### src/rtl/keypad_pkg.sv
// ============================================================================
//  Module      : keypad_pkg
//  Description : Shared types and constants for the 4x4 keypad BCD entry block:
//                FSM state enum, frame-result encoding, key-code constants and
//                the row/column to key-code lookup.
//  Revision    : 1.0 - initial release
// ============================================================================
`default_nettype none

package keypad_pkg;

    typedef enum logic [1:0] {
        IDLE     = 2'd0,
        DEBOUNCE = 2'd1,
        HELD     = 2'd2
    } state_e;

    typedef enum logic [1:0] {
        FR_NONE   = 2'd0,
        FR_SINGLE = 2'd1,
        FR_MULTI  = 2'd2
    } frame_res_e;

    localparam logic [3:0] KEY_A    = 4'hA;
    localparam logic [3:0] KEY_B    = 4'hB;
    localparam logic [3:0] KEY_C    = 4'hC;
    localparam logic [3:0] KEY_D    = 4'hD;
    localparam logic [3:0] KEY_STAR = 4'hE;
    localparam logic [3:0] KEY_HASH = 4'hF;

    // Physical layout: row0 = 1 2 3 A, row1 = 4 5 6 B, row2 = 7 8 9 C,
    // row3 = * 0 # D.
    function automatic logic [3:0] key_lookup(input logic [1:0] row, input logic [1:0] col);
        logic [3:0] code;
        case ({row, col})
            4'h0: code = 4'h1;      4'h1: code = 4'h2;
            4'h2: code = 4'h3;      4'h3: code = KEY_A;
            4'h4: code = 4'h4;      4'h5: code = 4'h5;
            4'h6: code = 4'h6;      4'h7: code = KEY_B;
            4'h8: code = 4'h7;      4'h9: code = 4'h8;
            4'hA: code = 4'h9;      4'hB: code = KEY_C;
            4'hC: code = KEY_STAR;  4'hD: code = 4'h0;
            4'hE: code = KEY_HASH;  default: code = KEY_D;
        endcase
        return code;
    endfunction

endpackage

`default_nettype wire

### src/rtl/keypad_col_scanner.sv
// ============================================================================
//  Module      : keypad_col_scanner
//  Description : Drives the keypad columns one at a time, synchronises the
//                rows, and classifies each 4-slot frame as NONE, SINGLE(code)
//                or MULTI.
//  Ports       : clk, rst        - clock, synchronous active-high reset
//                row_n_i[3:0]    - asynchronous active-low rows
//                col_n_o[3:0]    - active-low one-hot column drive
//                frame_end_o     - strobe on the last cycle of the column-3 slot
//                result_o        - frame classification (valid with frame_end_o)
//                code_o          - key code for a SINGLE frame
//  Revision    : 1.0 - initial release
// ============================================================================
`default_nettype none

module keypad_col_scanner
    import keypad_pkg::*;
#(
    parameter int SCAN_DIV = 50000
) (
    input  logic             clk,
    input  logic             rst,
    input  logic [3:0]       row_n_i,
    output logic [3:0]       col_n_o,
    output logic             frame_end_o,
    output frame_res_e       result_o,
    output logic [3:0]       code_o
);

    localparam int            SW        = $clog2(SCAN_DIV);
    localparam logic [SW-1:0] SLOT_LAST = SW'(SCAN_DIV - 1);

    logic [3:0]    sync1_q, sync2_q;
    logic [SW-1:0] slot_q;
    logic [1:0]    col_q;
    logic [1:0]    acc_cnt_q;      // intersections seen this frame, saturating at 2
    logic [3:0]    acc_code_q;

    logic          w_slot_last;
    logic [3:0]    w_hits;
    logic [2:0]    w_pop;
    logic [2:0]    w_sum;
    logic [1:0]    w_cnt_new;
    logic [3:0]    w_code_new;

    assign w_slot_last = (slot_q == SLOT_LAST);
    assign w_hits      = w_slot_last ? ~sync2_q : 4'h0;
    assign w_sum       = {1'b0, acc_cnt_q} + w_pop;
    assign w_cnt_new   = (w_sum >= 3'd2) ? 2'd2 : w_sum[1:0];

    // The current slot's sample is folded in combinationally so the frame
    // result on frame_end_o already includes column 3.
    always_comb begin
        w_pop      = 3'd0;
        w_code_new = acc_code_q;
        for (int r = 0; r < 4; r++) begin
            w_pop = w_pop + {2'b00, w_hits[r]};
        end
        if (acc_cnt_q == 2'd0 && w_pop == 3'd1) begin
            for (int r = 0; r < 4; r++) begin
                if (w_hits[r]) begin
                    w_code_new = key_lookup(2'(r), col_q);
                end
            end
        end
    end

    always_ff @(posedge clk) begin
        if (rst) begin
            sync1_q    <= 4'hF;
            sync2_q    <= 4'hF;
            slot_q     <= '0;
            col_q      <= 2'd0;
            acc_cnt_q  <= 2'd0;
            acc_code_q <= 4'h0;
        end else begin
            sync1_q <= row_n_i;
            sync2_q <= sync1_q;
            if (w_slot_last) begin
                slot_q <= '0;
                col_q  <= col_q + 2'd1;
                if (frame_end_o) begin
                    acc_cnt_q  <= 2'd0;
                    acc_code_q <= 4'h0;
                end else begin
                    acc_cnt_q  <= w_cnt_new;
                    acc_code_q <= w_code_new;
                end
            end else begin
                slot_q <= slot_q + SW'(1);
            end
        end
    end

    assign col_n_o     = ~(4'b0001 << col_q);
    assign frame_end_o = w_slot_last && (col_q == 2'd3);
    assign result_o    = (w_cnt_new == 2'd0) ? FR_NONE :
                         (w_cnt_new == 2'd1) ? FR_SINGLE : FR_MULTI;
    assign code_o      = w_code_new;

endmodule

`default_nettype wire

### src/rtl/keypad_bcd_entry_4digit.sv
// ============================================================================
//  Module      : keypad_bcd_entry_4digit
//  Description : 4x4 keypad front end: scans, debounces and decodes keys and
//                shifts digits into a 4-digit packed-BCD entry register.
//                '#' commits the entry to value, '*' clears the entry.
//                Build option KEYPAD_BACKSPACE_EN makes 'D' delete the newest
//                digit; otherwise 'D' only produces key_pulse.
//  Ports       : clk, rst     - clock, synchronous active-high reset
//                row_n[3:0]   - keypad rows, active-low, asynchronous
//                col_n[3:0]   - column drive, active-low one-hot
//                bcd[15:0]    - live entry, [15:12] oldest digit
//                value[15:0]  - last committed entry
//                value_valid  - one-cycle pulse when value updates
//                key_pulse    - one-cycle pulse per accepted key
//                key_code[3:0]- code of the last accepted key
//  Revision    : 1.0 - initial release
// ============================================================================
`default_nettype none

module keypad_bcd_entry_4digit
    import keypad_pkg::*;
#(
    parameter int SCAN_DIV       = 50000,
    parameter int DEBOUNCE_SCANS = 4
) (
    input  logic        clk,
    input  logic        rst,
    input  logic [3:0]  row_n,
    output logic [3:0]  col_n,
    output logic [15:0] bcd,
    output logic [15:0] value,
    output logic        value_valid,
    output logic        key_pulse,
    output logic [3:0]  key_code
);

    localparam int            CW     = $clog2(DEBOUNCE_SCANS + 1);
    localparam logic [CW-1:0] DB_MAX = CW'(DEBOUNCE_SCANS);

    logic        w_frame_end;
    frame_res_e  w_result;
    logic [3:0]  w_code;

    keypad_col_scanner #(
        .SCAN_DIV   (SCAN_DIV)
    ) u_scanner (
        .clk        (clk),
        .rst        (rst),
        .row_n_i    (row_n),
        .col_n_o    (col_n),
        .frame_end_o(w_frame_end),
        .result_o   (w_result),
        .code_o     (w_code)
    );

    state_e        state_q, state_d;
    logic [3:0]    cand_q, cand_d;
    logic [CW-1:0] cnt_q, cnt_d;
    logic [CW-1:0] rcnt_q, rcnt_d;
    logic          w_accept;

    logic [15:0]   bcd_q, bcd_d;
    logic [15:0]   value_q, value_d;
    logic          vv_q, vv_d;
    logic          kp_q, kp_d;
    logic [3:0]    kc_q, kc_d;

    always_comb begin
        state_d  = state_q;
        cand_d   = cand_q;
        cnt_d    = cnt_q;
        rcnt_d   = rcnt_q;
        w_accept = 1'b0;
        if (w_frame_end) begin
            case (state_q)
                IDLE: begin
                    if (w_result == FR_SINGLE) begin
                        cand_d = w_code;
                        cnt_d  = CW'(1);
                        if (DEBOUNCE_SCANS == 1) begin
                            w_accept = 1'b1;
                            rcnt_d   = '0;
                            state_d  = HELD;
                        end else begin
                            state_d  = DEBOUNCE;
                        end
                    end
                end
                DEBOUNCE: begin
                    if (w_result == FR_SINGLE && w_code == cand_q) begin
                        cnt_d = cnt_q + CW'(1);
                        if (cnt_d == DB_MAX) begin
                            w_accept = 1'b1;
                            rcnt_d   = '0;
                            state_d  = HELD;
                        end
                    end else begin
                        cnt_d   = '0;
                        state_d = IDLE;
                    end
                end
                HELD: begin
                    // Release needs DEBOUNCE_SCANS consecutive empty frames;
                    // anything else, even a different key, keeps us held.
                    if (w_result != FR_NONE) begin
                        rcnt_d = '0;
                    end else begin
                        rcnt_d = rcnt_q + CW'(1);
                        if (rcnt_d == DB_MAX) begin
                            rcnt_d  = '0;
                            cnt_d   = '0;
                            state_d = IDLE;
                        end
                    end
                end
                default: begin
                    cnt_d   = '0;
                    rcnt_d  = '0;
                    state_d = IDLE;
                end
            endcase
        end
    end

    always_comb begin
        bcd_d   = bcd_q;
        value_d = value_q;
        vv_d    = 1'b0;
        kp_d    = 1'b0;
        kc_d    = kc_q;
        if (w_accept) begin
            kp_d = 1'b1;
            kc_d = cand_d;
            if (cand_d <= 4'd9) begin
                bcd_d = {bcd_q[11:0], cand_d};
            end else if (cand_d == KEY_STAR) begin
                bcd_d = 16'h0000;
            end else if (cand_d == KEY_HASH) begin
                value_d = bcd_q;
                vv_d    = 1'b1;
            end
`ifdef KEYPAD_BACKSPACE_EN
            else if (cand_d == KEY_D) begin
                bcd_d = {4'h0, bcd_q[15:4]};
            end
`endif
        end
    end

    always_ff @(posedge clk) begin
        if (rst) begin
            state_q <= IDLE;
            cand_q  <= 4'h0;
            cnt_q   <= '0;
            rcnt_q  <= '0;
            bcd_q   <= 16'h0000;
            value_q <= 16'h0000;
            vv_q    <= 1'b0;
            kp_q    <= 1'b0;
            kc_q    <= 4'h0;
        end else begin
            state_q <= state_d;
            cand_q  <= cand_d;
            cnt_q   <= cnt_d;
            rcnt_q  <= rcnt_d;
            bcd_q   <= bcd_d;
            value_q <= value_d;
            vv_q    <= vv_d;
            kp_q    <= kp_d;
            kc_q    <= kc_d;
        end
    end

    assign bcd         = bcd_q;
    assign value       = value_q;
    assign value_valid = vv_q;
    assign key_pulse   = kp_q;
    assign key_code    = kc_q;

endmodule

`default_nettype wire

### config.mk
export PLATFORM = sky130hd
export DESIGN_NAME = keypad_bcd_entry_4digit
export DESIGN_NICKNAME = d
export VERILOG_FILES = /design/src/rtl/keypad_pkg.sv /design/src/rtl/keypad_col_scanner.sv /design/src/rtl/keypad_bcd_entry_4digit.sv
export SDC_FILE = /design/constraint.sdc
export NUM_CORES = 1
export LEC_CHECK = 0
export BUFFER_PORTS_ARGS = -buffer_cell sky130_fd_sc_hd__buf_4
export CAP_MARGIN = 20
export CORE_ASPECT_RATIO = 0.9
export CORE_MARGIN = 4
export CORE_UTILIZATION = 40
export CTS_CLUSTER_DIAMETER = 100
export DETAILED_ROUTE_END_ITERATION = 7
export GPL_TIMING_DRIVEN = 0
export SLEW_MARGIN = 10
export SYNTH_ARGS = -nofsm -noshare
export SYNTH_HDL_FRONTEND = slang
export SYNTH_SLANG_ARGS = --single-unit
### constraint.sdc
create_clock -name clk -period 5.8 [get_ports clk]
set_input_delay 0.58 -clock clk [delete_from_list [all_inputs] [get_ports clk]]
set_output_delay 0.58 -clock clk [all_outputs]
set_load 0.1 [all_outputs]
Yosys cells after proc, flatten, opt, wreduce, memory -nomap -nowiden. Cells that the tools add are included.

Bits in registers: 82. Bits in latches: 0. Memory bits (writable): 0. ROM bits: 0. Input port bits: 6. Logic and storage cells: 110. Memories kept: 0.

$add $sub $neg: 8. $mul: 0. Divide/modulo/power cells: 0. Magnitude comparators: 2. Eq/ne operators: 20. Shift operators: 1. Muxes and demuxes: 42. Bitwise gates (word level): 6. Reductions and logical operators: 16.

Operators with widths (count): 4-bit one-hot mux with 4 select lines (3); 4-bit 2-to-1 mux (10); 16-bit 2-to-1 mux (2); 3-bit 2-to-1 mux (8); 2-bit 2-to-1 mux (9); 3-bit one-hot mux with 3 select lines (2); 16-bit by 1-bit adder with 16-bit output, second input constant (1); 16-bit == test, second input constant (1); 4-bit one-hot mux with 3 select lines (1); 4-bit AND reduction (3); 2-bit != test, second input constant (5); 2-bit by 1-bit == test with 1-bit output, second input constant (4); 4-bit == test, second input constant (2); 2-bit logical NOT (4); 4-bit inverter (2); 3-bit by 1-bit adder with 3-bit output (2); 3-bit by 1-bit adder with 3-bit output, second input constant (2); 2-bit == test, second input constant (3); 3-bit == test, second input constant (2); 1-bit 2-to-1 mux (6); 2-bit one-hot mux with 3 select lines (1); 5-bit AND reduction (1); 4-bit == test (1); 4-bit less-or-equal comparator, second input constant (1); other kinds (13) (19).

Longest topological paths before layout. Gate-level depths: netlist of the first run.

Word-level depth: 18. Mapped depth: 22. Gate-level depth less buffers: 18.

Modules after synthesis. From an unflattened synthesis of the first run, not the netlist that was laid out.

Cell total of the unflattened synthesis: 454. Area, all modules: 4018.9 um^2.

By module, submodules not included: keypad_bcd_entry_4digit (instances 1, cells each 239, area an instance 2200.9 um^2); keypad_col_scanner (instances 1, cells each 215, area an instance 1818.0 um^2).

Worst setup path after synthesis of the first run. Ideal clock, no wire load.

Path kind: reg2reg. Start point: register u_scanner.slot_q[5]. End point: register value_q[1], in the netlist value[1]. Library setup time: 121 ps. Data arrival time: 4844 ps. Required time: 5679 ps. Path slack: 835 ps. Cell stages (with the launch flop): 18. Period minus slack after synthesis: 4965 ps. Cells stage by stage: dfxtp_1 or4b_1 nor4_1 inv_1 fa_1 inv_1 ha_1 fa_1 xor2_1 nor2_1 nand2_1 or4_4 buf_6 mux2_4 nor4_4 nand2b_1 buf_6 mux2_4.

Cells in the longest elaborated chain, start to end: 18. Elaborated cells between the ends (all ways): 35.

RTL lines: from (decl) (line keypad_col_scanner.sv:34) `logic [SW-1:0] slot_q;`; from (signal assigned) (line keypad_col_scanner.sv:90) `slot_q <= slot_q + SW'(1);`; 16-bit == test (*) (line keypad_col_scanner.sv:46) `assign w_slot_last = (slot_q == SLOT_LAST);`; 4-bit 2-to-1 mux (line keypad_col_scanner.sv:47) `assign w_hits = w_slot_last ? ~sync2_q : 4'h0;`; 1-bit by 1-bit adder with 2-bit output (line keypad_col_scanner.sv:57) `w_pop = w_pop + {2'b00, w_hits[r]};`; 3-bit by 1-bit adder with 3-bit output (2 in a row) (line keypad_col_scanner.sv:57); 2-bit by 3-bit adder with 3-bit output (line keypad_col_scanner.sv:48) `assign w_sum = {1'b0, acc_cnt_q} + w_pop;`; 3-bit by 2-bit greater-or-equal comparator with 1-bit output (line keypad_col_scanner.sv:49) `assign w_cnt_new = (w_sum >= 3'd2) ? 2'd2 : w_sum[1:0];`; 2-bit 2-to-1 mux (line keypad_col_scanner.sv:49); 2-bit by 1-bit == test with 1-bit output (line keypad_col_scanner.sv:98) `(w_cnt_new == 2'd1) ? FR_SINGLE : FR_MULTI;`; 2-bit 2-to-1 mux (line keypad_col_scanner.sv:98); 2-bit 2-to-1 mux (line keypad_col_scanner.sv:97) `assign result_o = (w_cnt_new == 2'd0) ? FR_NONE :`; 2-bit by 1-bit == test with 1-bit output (line keypad_bcd_entry_4digit.sv:77, keypad_bcd_entry_4digit.sv:90); 4-bit 2-to-1 mux (line keypad_bcd_entry_4digit.sv:77) `if (w_result == FR_SINGLE) begin`; 4-bit 2-to-1 mux (line keypad_bcd_entry_4digit.sv:75) `case (state_q)`; 4-bit 2-to-1 mux (line keypad_bcd_entry_4digit.sv:74) `if (w_frame_end) begin`; 4-bit less-or-equal comparator / 4-bit == test (equally long branches) (line keypad_bcd_entry_4digit.sv:134, keypad_bcd_entry_4digit.sv:136); 1-bit inverter (no line); 4-bit AND reduction (no line) (*); to (signal assigned) (line keypad_bcd_entry_4digit.sv:167) `value_q <= value_d;`; to (decl) (line keypad_bcd_entry_4digit.sv:63) `logic [15:0] value_q, value_d;`.

Every way passes the cells marked *; elsewhere a longest branch is shown, timed or not. A chain may end at the register's enable or synchronous reset.

Final worst setup path of the first run.
Start point: register u_scanner.slot_q[0]. End point: register bcd_q[9], in the netlist bcd[9].

Cells in the longest elaborated chain, start to end: 18. Elaborated cells between the ends (all ways): 34.

RTL lines: 16-bit == test (*) (line keypad_col_scanner.sv:46); 4-bit 2-to-1 mux (line keypad_col_scanner.sv:47); 1-bit by 1-bit adder with 2-bit output (line keypad_col_scanner.sv:57); 3-bit by 1-bit adder with 3-bit output (2 in a row) (line keypad_col_scanner.sv:57); 2-bit by 3-bit adder with 3-bit output (line keypad_col_scanner.sv:48); 3-bit by 2-bit greater-or-equal comparator with 1-bit output (line keypad_col_scanner.sv:49); 2-bit 2-to-1 mux (line keypad_col_scanner.sv:49); 2-bit by 1-bit == test with 1-bit output (line keypad_col_scanner.sv:98); 2-bit 2-to-1 mux (line keypad_col_scanner.sv:98); 2-bit 2-to-1 mux (line keypad_col_scanner.sv:97); 2-bit by 1-bit == test with 1-bit output (line keypad_bcd_entry_4digit.sv:77, keypad_bcd_entry_4digit.sv:90); 4-bit 2-to-1 mux (line keypad_bcd_entry_4digit.sv:77); 4-bit 2-to-1 mux (line keypad_bcd_entry_4digit.sv:75); 4-bit 2-to-1 mux (line keypad_bcd_entry_4digit.sv:74); 4-bit less-or-equal comparator / 4-bit == test (equally long branches) (line keypad_bcd_entry_4digit.sv:134, keypad_bcd_entry_4digit.sv:136); 2-bit nonzero test (no line); 2-bit AND reduction (no line); to (signal assigned) (line keypad_bcd_entry_4digit.sv:156) `bcd_q <= 16'h0000;`; to (signal assigned) (line keypad_bcd_entry_4digit.sv:166) `bcd_q <= bcd_d;`; to (decl) (line keypad_bcd_entry_4digit.sv:62) `logic [15:0] bcd_q, bcd_d;`.

Marks and branches as above.

==> results of run 1 <==
## kinds of logic (layout without fill, tap and decap cells)
| logic type | count (synthesis) | in the layout |
|---|---|---|
| simple gates | 204 | 204 |
| xor+xnor | 18 | 18 |
| fa+ha+maj | 15 | 15 |
| flops | 82 | 82 |
| buf+inv | 61 | 126 |
| compound gates | 88 | 88 |
| mux | 23 | 23 |
## worst max-delay path by stage
stage / start / to / slack [ps] / depth (start not counted)
floorplan: u_scanner.slot_q[5] / value[1] / 830 / 17
global placement: u_scanner.slot_q[5] / bcd[12] / -60 / 15
detailed placement: u_scanner.slot_q[11] / bcd[9] / -100 / 15
CTS: u_scanner.slot_q[0] / bcd[9] / 40 / 17
global route: u_scanner.slot_q[0] / bcd[9] / 10 / 21
finish: u_scanner.slot_q[0] / bcd[9] / 380 / 21
## area by class of cell
class                      instances  area (um^2)
fill                             984         5190
inverter                          37          139
buffer                            24          149
sequential                        82         1640
clock buffer                       9          225
timing repair buffer              49          368
clock inverter                     7         82.6
tap                              129          161
multi-input combinational        348         2420
## cell usage after synthesis, types with 3 or more instances
master | instances | area share [%]
o21ai_0 | 12 | 1.4
nand2_1 | 58 | 5.0
o32ai_1 | 12 | 2.4
nor4b_1 | 5 | 1.0
nor2_1 | 36 | 3.1
or3_1 | 3 | 0.44
nand4b_1 | 5 | 1.0
nand3_1 | 18 | 2.1
and3_1 | 7 | 1.0
nor3_1 | 11 | 1.3
or4_1 | 5 | 0.87
a31oi_1 | 4 | 0.58
ha_1 | 13 | 3.8
mux2_4 | 3 | 1.0
buf_6 | 4 | 1.0
dfxtp_1 | 82 | 38
nand4_1 | 8 | 1.2
o21a_1 | 4 | 0.70
xor2_1 | 9 | 1.8
xnor2_1 | 9 | 1.8
clkbuf_1 | 15 | 1.3
or2_2 | 13 | 1.9
a21oi_1 | 23 | 2.7
inv_1 | 36 | 3.1
nand2b_1 | 12 | 1.7
nor4_4 | 3 | 1.5
mux2i_1 | 16 | 3.7
nor2b_1 | 6 | 0.87
## repair_timing
| action | 4_1_cts | 5_1_grt |
|---|---|---|
| gates resized for setup | 3 | 3 |
| setup endpoints to repair | 10 | 28 |
| hold buffers | 0 | 0 |
| setup buffers | 0 | 2 |
| pin swaps | 0 | 1 |
## worst max-delay path, cell delays in order (launching register included)
cell and delay [ps]:
dfxtp_1 350, ha_1 260, and3_1 170, clkbuf_1 260
nand4_1 270, nor2_1 170, ha_1 140, inv_1 40
fa_1 510, inv_1 50, ha_1 210, fa_1 410
xor2_1 150, nor2_1 270, nand2_1 190, or4_4 510
buf_6 160, o31a_4 400, a21oi_2 250, a211oi_4 140
buf_6 170, o32ai_1 220
## sequential cells by signal, summed over array words and instances (netlist names), 3 cells and up
name                  flops
u_scanner.acc_code_q      4
key_code                  4
bcd                      16
u_scanner.sync1_q         4
value                    16
u_scanner.sync2_q         4
cand_q                    4
cnt_q                     3
u_scanner.slot_q         16
rcnt_q                    3
## per-layer routing
layer	vias to the layer above	wire length (um)
li1	1847	-
met1	1762	5170
met2	104	4970
met3	22	525
met4	0	212
met5	-	0
## through the flow
step                      worst slack (ps)  power, mW
after CTS                             35.1       1.21
after global placement               -60.5      0.617
after detailed placement             -99.1      0.618
final                                  380       1.20
after global routing                  10.3       1.24
after floorplan                        835      0.605
## power by group through the flow
| stage | clock (mW) | sequential, mW | combinational (mW) |
|---|---|---|---|
| final | 0.594 | 0.571 | 0.0352 |
| after global routing | 0.632 | 0.571 | 0.0383 |
| after CTS | 0.608 | 0.571 | 0.0350 |
| after detailed placement | 0 | 0.584 | 0.0347 |
| after global placement | 0 | 0.583 | 0.0339 |
| after floorplan | 0 | 0.583 | 0.0223 |
==> results.toml, run 1 <==
[clock_tree]
clkSinkCount = 82
clockRootBuffer = "clkbuf_16"
clock_latency_ps = 350
cts_tree = "done"
clk_pin_slew_ps = 60
clock_path_buffers = 2
cts_buffers = 9
htree_num_levels = 3

[detailed_routing]
post_drt_via_cell_ratio = 5.45
dr.pass1.iters = 6
detail-route-antenna-nets = 0
num_vias = 3735
drtIter0Drc = 374
routed_wl_um = 10900
drc = 0
wire_per_inst_um = 15.9

[power_and_ir_drop]
switching_share_pct = 23.2
p_clk_share_pct = 49.5
p_switching_mw = 0.279
p_int_mw = 0.921
p_leak_nw = 2.07
p_per_area_nw_per_um2 = 231
ir_drop_v = 0.000162
p_seq_share_pct = 47.6
power_frac_comb_pct = 2.9

[yosys]
syn_avg_cell_area_um2 = 8.79
async_flop_share_pct = 0
synth_cell_types = 73
synthesis.area_um2 = 4310
syn_inst = 491
synth_top_family_by_area = "simple AND/OR/NAND/NOR gates"
yosys_warnings = 0
muxShareOfSynthArea_pct = 6.32
ys_seq_area_share_pct = 38.1
ys_ff_latch = 82
synth_xor_area_share_pct = 3.65
synth-edff-count = 0
synth_simple_gate_area_share_pct = 25.8
synth_compound_area_share_pct = 14.8
synth-main-ff-cell = "dfxtp_1"
synth_fa_ha_area_share_pct = 4.70
synth_nets = 512

[timing]
fmaxAchievable_ghz = 0.184
period_share_pct = 93.5
worst_pin_slew_ps = 977
setup_viol = 0
hold_viol_final = 0
layout_min_cycle_time_ps = 5420
maxSlewViolCount = 0
slew_headroom_pct = 34.0
finalClockSkew_ps = 7.91
fin_hold_ws_ps = 407
tns_ps = 0
rsz0062_at_grt = "no"

[global_routing]
grt_pass1_wl_um = 18300
use_met3_pct = 3.83
grt_overflow = 0
grt_max_degree = 17
antenna_found_initial = 0
gr-usage-met1_pct = 23.6
busiest_layer = "met2"
grt_use_met2_pct = 29.0
grt_pass1_vias = 3733
grtUsageTotal_pct = 17.9

[finish]
fin_cells = 685
nNetsFinal = 572
antennaDiodeCount = 0
final_common_cell = "dfxtp_1"
fin_util_pct = 50.0
syn2layout_area_growth_pct = 20.3
final_cell_mix = "dfxtp_1 (82), nand2_1 (58), buf_4 (49), inv_1 (36), nor2_1 (35)"
stdcell_area_um2 = 5190
drive_gt1_share_pct = 20.3

[hold_path]
hold_class = "flop to flop"
worstHoldEndpoint = "u_scanner.sync2_q[1]"
hp-start = "u_scanner.sync1_q[1]"
hold_depth = 1

[critical_path]
reg2regPathDepth = 21
r2r_setup_slack_ps = 380
arrival_ps = 5670
r2r_start = "u_scanner.slot_q[0]"
worstSetupPathType = "flop to flop"
startpoint_type = "flop"
worstPathMaxFanout = 10
end_kind = "flop"
reg2reg_to = "bcd[9]"
required_ps = 6050

[floorplanning]
die_h_um = 107
dieArea_um2 = 12500
num_rows = 35
core-area_um2 = 10400
start_util_pct = 41.6
dieWidth_um = 117
io_pins = 48

[placement]
dp.cells = 667
gp_congestion = 0.868
port-buffer-count = 47
post_dp_cell_area_um2 = 4830
dp_hpwl_um = 7890

[flow_run]
max-cap-violations = 0

[outcome]
run_status = "finished, final reports clean"
(Power assumes the default switching activity.)
==> run 2: changes to the inputs <==
--- a/config.mk
+++ b/config.mk
@@ -5,10 +5,10 @@
 export SDC_FILE = /design/constraint.sdc
 export NUM_CORES = 1
 export LEC_CHECK = 0
-export BUFFER_PORTS_ARGS = -buffer_cell sky130_fd_sc_hd__buf_4
+export BUFFER_PORTS_ARGS = -buffer_cell sky130_fd_sc_hd__buf_2
 export CAP_MARGIN = 20
 export CORE_ASPECT_RATIO = 0.9
-export CORE_MARGIN = 4
+export CORE_MARGIN = 10
 export CORE_UTILIZATION = 40
 export CTS_CLUSTER_DIAMETER = 100
 export DETAILED_ROUTE_END_ITERATION = 7
==> run 2 against run 1 <==
  * Wire length increased by 0.60%
  * Worst hold slack better by 1.0 ps
  * Die area up 23%
  * Power shrank 5.0%
  * Sequential power is essentially flat
  * Sequential share of layout area rose by 0.98 points
  * Global-route usage shrank 3.4 points
  * Combinational power is 4% lower
  * Critical path depth down 4
  * Clock power is 9.9% lower
  * Critical endpoint is now bcd[8]
  * Largest cell class unchanged
==> results.toml, run 2 (synthesis gave the netlist of run 1 again) <==
[floorplanning]
core-area_um2 = 10400
die_h_um = 119
dieWidth_um = 129
num_rows = 35
io_pins = 48
dieArea_um2 = 15300
start_util_pct = 41.6

[timing]
fmaxAchievable_ghz = 0.178
layout_min_cycle_time_ps = 5620
rsz0062_at_grt = "no"
period_share_pct = 96.9
setup_slack_ps = 178
maxSlewViolCount = 0
slew_headroom_pct = 30.1
setup_viol = 0
hold_viol_final = 0
finalClockSkew_ps = 8.24
worst_pin_slew_ps = 1040

[finish]
nNetsFinal = 573
final_cell_mix = "dfxtp_1 (82), nand2_1 (58), buf_2 (48), inv_1 (36), nor2_1 (35)"
drive_gt1_share_pct = 20.1
fin_cells = 686
final_common_cell = "dfxtp_1"
antennaDiodeCount = 0
stdcell_area_um2 = 5030
syn2layout_area_growth_pct = 16.6
fin_util_pct = 48.5

[critical_path]
arrival_ps = 5870
cp_slowest_cell = "or4b_1"
r2r_start = "u_scanner.slot_q[5]"
worstPathMaxFanout = 10
startpoint_type = "flop"
r2r_setup_slack_ps = 180
end_kind = "flop"
max_stage_delay_ps = 690
reg2regPathDepth = 17
required_ps = 6050
reg2reg_to = "bcd[8]"
worstSetupPathType = "flop to flop"
path_cells = "or4b_1, nor4_2, inv_1, fa_1, inv_1, ha_1, fa_1, xor2_1, nor2_1, nand2_1, or4_4, buf_6, o31a_4, a21oi_2, a211oi_4, buf_6, o32ai_1"

[global_routing]
grt_pass1_vias = 3659
grtUsageTotal_pct = 14.4
grt_overflow = 0
grt_pass1_wl_um = 18200
grt_max_degree = 15
antenna_found_initial = 0

[clock_tree]
clk_pin_slew_ps = 60
cts_buffers = 9
cts_tree = "done"
clockRootBuffer = "clkbuf_16"
clkSinkCount = 82
holdBufCountCts = 0
clock_latency_ps = 350
htree_num_levels = 3
clock_path_buffers = 2

[detailed_routing]
dr_wl_met3_um = 644
num_vias = 3756
met1_length_um = 5180
wl_met2_um = 4940
routed_wl_um = 10900
top_layer_used = "met4"
drc = 0
detail-route-antenna-nets = 0
drtIter0Drc = 259
post_drt_via_cell_ratio = 5.48
wire_per_inst_um = 16.0
dr.pass1.iters = 5

[power_and_ir_drop]
ir_drop_v = 0.000164
p_leak_nw = 2.03
p_per_area_nw_per_um2 = 227

[placement]
gp_congestion = 0.888
dp_hpwl_um = 7940
place_ws_ps = -68.5
post_dp_cell_area_um2 = 4710
dp.cells = 667
port-buffer-count = 47

[hold_path]
worstHoldEndpoint = "u_scanner.sync2_q[0]"
hp-start = "u_scanner.sync1_q[0]"
hold_class = "flop to flop"
hold_depth = 1

[outcome]
run_status = "finished, final reports clean"

[flow_run]
max-cap-violations = 0
## run 2: stage by stage
step                power (mW)  setup TNS [ps]  hold WS (ps)
floorplan                0.605               0           389
global placement         0.617           -19.5           394
detailed placement       0.617            -638           396
CTS                       1.15               0           409
global route              1.17               0           415
finish                    1.14               0           408
## run 2: final cells by class
type	instances	area [um^2]
fillers	1009	5350
multi-input cells	348	2410
flip-flops and latches	82	1640
repair buffers	50	258
clock buffers	11	233
well taps	129	161
plain buffers	24	149
inverters	37	139
clock inverters	5	37.5
## run 2: routing by layer
layer / up-vias / GRT usage, %
li1: 1853 / -
met1: 1787 / 18.7
met2: 100 / 22.3
met3: 16 / 4.02
met4: 0 / 5.06
met5: - / 0
## run 2: repair_timing
action	4_1_cts	5_1_grt
setup buffers	0	3
setup endpoints to repair	22	37
resized for setup	2	3
pin swaps	0	1
## run 2: worst max path at each step
stage	to	from
after floorplan	value[1]	u_scanner.slot_q[5]
after global placement	bcd[12]	u_scanner.slot_q[5]
after detailed placement	bcd[14]	u_scanner.slot_q[5]
after CTS	bcd[14]	u_scanner.slot_q[5]
after global routing	bcd[8]	u_scanner.slot_q[0]
final	bcd[8]	u_scanner.slot_q[5]
## run 2: power by group
group          switching, mW  internal, mW  total, mW  leakage, nW
Combinational         0.0230        0.0107     0.0338         1.24
Sequential           0.00307         0.568      0.571        0.663
Clock                  0.243         0.293      0.535        0.127
Total                  0.269         0.871       1.14         2.03
## run 2: critical path: cells and delay by family (launching register included)
kind,cells,cell delay [ps]
and+or+nand+nor,5,2200
xor gates and xnor gates,1,160
buffers and inverters,4,560
DFF,1,390
AOI/OAI and AO/OA,4,1010
adders and majority gates,3,1210
==> run 3: changes to the inputs <==
--- a/config.mk
+++ b/config.mk
@@ -7,7 +7,6 @@
 export LEC_CHECK = 0
 export BUFFER_PORTS_ARGS = -buffer_cell sky130_fd_sc_hd__buf_2
 export CAP_MARGIN = 20
-export CORE_ASPECT_RATIO = 0.9
 export CORE_MARGIN = 10
 export CORE_UTILIZATION = 40
 export CTS_CLUSTER_DIAMETER = 100
==> run 3 against run 2 <==
  * Utilization fell by 0.87 points
  * Clock skew grew 1.1 ps
  * Wire length up 1.5%
  * Maximum frequency increased by 5.1%
  * Critical path type unchanged
  * Largest cell class unchanged
  * Highest routed layer unchanged
==> results.toml, run 3 (synthesis gave the netlist of run 1 again) <==
[outcome]
run_status = "finished, final reports clean"

[clock_tree]
htree_num_levels = 3
clk_pin_slew_ps = 90
clkSinkCount = 82
clockRootBuffer = "clkbuf_8"
clock_path_buffers = 2
cts_buffers = 9
clock_latency_ps = 370
cts_tree = "done"

[timing]
fmaxAchievable_ghz = 0.187
tns_ps = 0
finalClockSkew_ps = 9.33
maxSlewViolCount = 0
worst_pin_slew_ps = 1050
setup_viol = 0
rsz0062_at_grt = "no"
setup_slack_ps = 452
period_share_pct = 92.2
slew_headroom_pct = 28.8
hold_viol_final = 0
layout_min_cycle_time_ps = 5350

[placement]
port-buffer-count = 47
place_ws_ps = -52.6
dp.cells = 674
dp_hpwl_um = 8100
gp_congestion = 0.865

[critical_path]
reg2reg_to = "bcd[14]"
arrival_ps = 5620
required_ps = 6070
crit_family = "simple AND/OR/NAND/NOR gates"
r2r_setup_slack_ps = 450
startpoint_type = "flop"
end_kind = "flop"
cp_slowest_cell = "or4b_1"
path_cells = "or4b_1, nor4_4, inv_1, fa_1, inv_1, ha_1, fa_1, xor2_1, nor2_2, nand2_1, or4_4, buf_6, o31a_4, a21oi_2, a211oi_4, buf_6, o32ai_1"
worstSetupPathType = "flop to flop"
r2r_start = "u_scanner.slot_q[5]"
reg2regPathDepth = 17
worstPathMaxFanout = 10
max_stage_delay_ps = 700
path_buf_inv = 4

[floorplanning]
start_util_pct = 41.4
dieWidth_um = 124
io_pins = 48
num_rows = 37
die_h_um = 124
dieArea_um2 = 15300
core-area_um2 = 10400

[global_routing]
grt_overflow = 0
grt_pass1_wl_um = 18000
grt_pass1_vias = 3538
grtUsageTotal_pct = 14.6
grt_max_degree = 17
antenna_found_initial = 0
busiest_layer = "met2"
grt_use_met2_pct = 23.1
gr-usage-met1_pct = 18.7
use_met3_pct = 4.30

[finish]
syn2layout_area_growth_pct = 15.0
fin_cells = 692
antennaDiodeCount = 0
nNetsFinal = 572
final_cell_mix = "dfxtp_1 (82), nand2_1 (58), buf_2 (48), inv_1 (36), nor2_1 (34)"
drive_gt1_share_pct = 20.5
final_common_cell = "dfxtp_1"

[power_and_ir_drop]
p_int_mw = 0.743
switching_share_pct = 26.0
p_clk_share_pct = 39.9
p_seq_share_pct = 56.8
power_frac_comb_pct = 3.3
p_per_area_nw_per_um2 = 202
p_leak_nw = 2.01
ir_drop_v = 0.000138
p_switching_mw = 0.261

[detailed_routing]
detail-route-antenna-nets = 0
post_drt_via_cell_ratio = 5.33
drc = 0
routed_wl_um = 11100
drtIter0Drc = 267
wire_per_inst_um = 16.0
dr.pass1.iters = 5
num_vias = 3690

[hold_path]
worstHoldEndpoint = "u_scanner.sync1_q[1]"
hold_class = "input port to flop"
hp-start = "row_n[1]"
hold_depth = 2

[flow_run]
max-cap-violations = 0
run 3: cell count changes in the layout (fill, tap and decap cells not counted), sizes merged:
cell and delta:
clkinvlp -1, clkbuf -2, inv +2, buf -1
clkinv +1
run 3: repair_timing:
item / 4_1_cts / 5_1_grt
setup endpoints to repair: 11 / 33
buffers inserted: 2 / 0
pin swaps: 1 / 0
hold buffers: 0 / 0
gates resized for setup: 1 / 6
run 3: worst max path at each step:
| stage | start | to | slack (ps) | depth (start not counted) |
|---|---|---|---|---|
| final | u_scanner.slot_q[5] | bcd[14] | 450 | 17 |
| after global routing | u_scanner.slot_q[0] | bcd[6] | 80 | 22 |
| after CTS | u_scanner.slot_q[5] | bcd[14] | 190 | 15 |
| after detailed placement | u_scanner.slot_q[5] | bcd[9] | -50 | 15 |
| after global placement | u_scanner.slot_q[5] | bcd[12] | 4 | 15 |
| after floorplan | u_scanner.slot_q[5] | value[1] | 830 | 17 |
run 3: power by group through the flow:
stage	clock (mW)	sequential (mW)	combinational [mW]
after floorplan	0	0.583	0.0223
after global placement	0	0.583	0.0329
after detailed placement	0	0.584	0.0337
after CTS	0.413	0.571	0.0336
after global routing	0.440	0.572	0.0376
final	0.400	0.570	0.0333
run 3: area by class of cell:
type                       count  area (um^2)
buffer                        24          149
clock buffer                   9          124
clock inverter                 7         61.3
fill                        1026         5460
inverter                      37          139
multi-input combinational    348         2420
sequential                    82         1640
tap                          136          170
timing repair buffer          49          250
run 3: per-layer routing:
metal / wire length [um] / part of all wire, % / vias up
li1: - / - / 1849
met1: 5300 / 48 / 1748
met2: 4990 / 45 / 77
met3: 622 / 5.6 / 16
met4: 200 / 1.8 / 0
met5: 0 / 0 / -
run 3: through the flow:
step	cell area [um^2]	utilization [%]	power (mW)	hold slack (ps)
2_1_floorplan	4310	-	0.605	389
3_5_place_dp	4720	45.3	0.617	400
6_report	4960	47.6	1.00	393
5_1_grt	4960	47.6	1.05	382
3_3_place_gp	4720	45.3	0.616	393
4_1_cts	4930	47.3	1.02	380
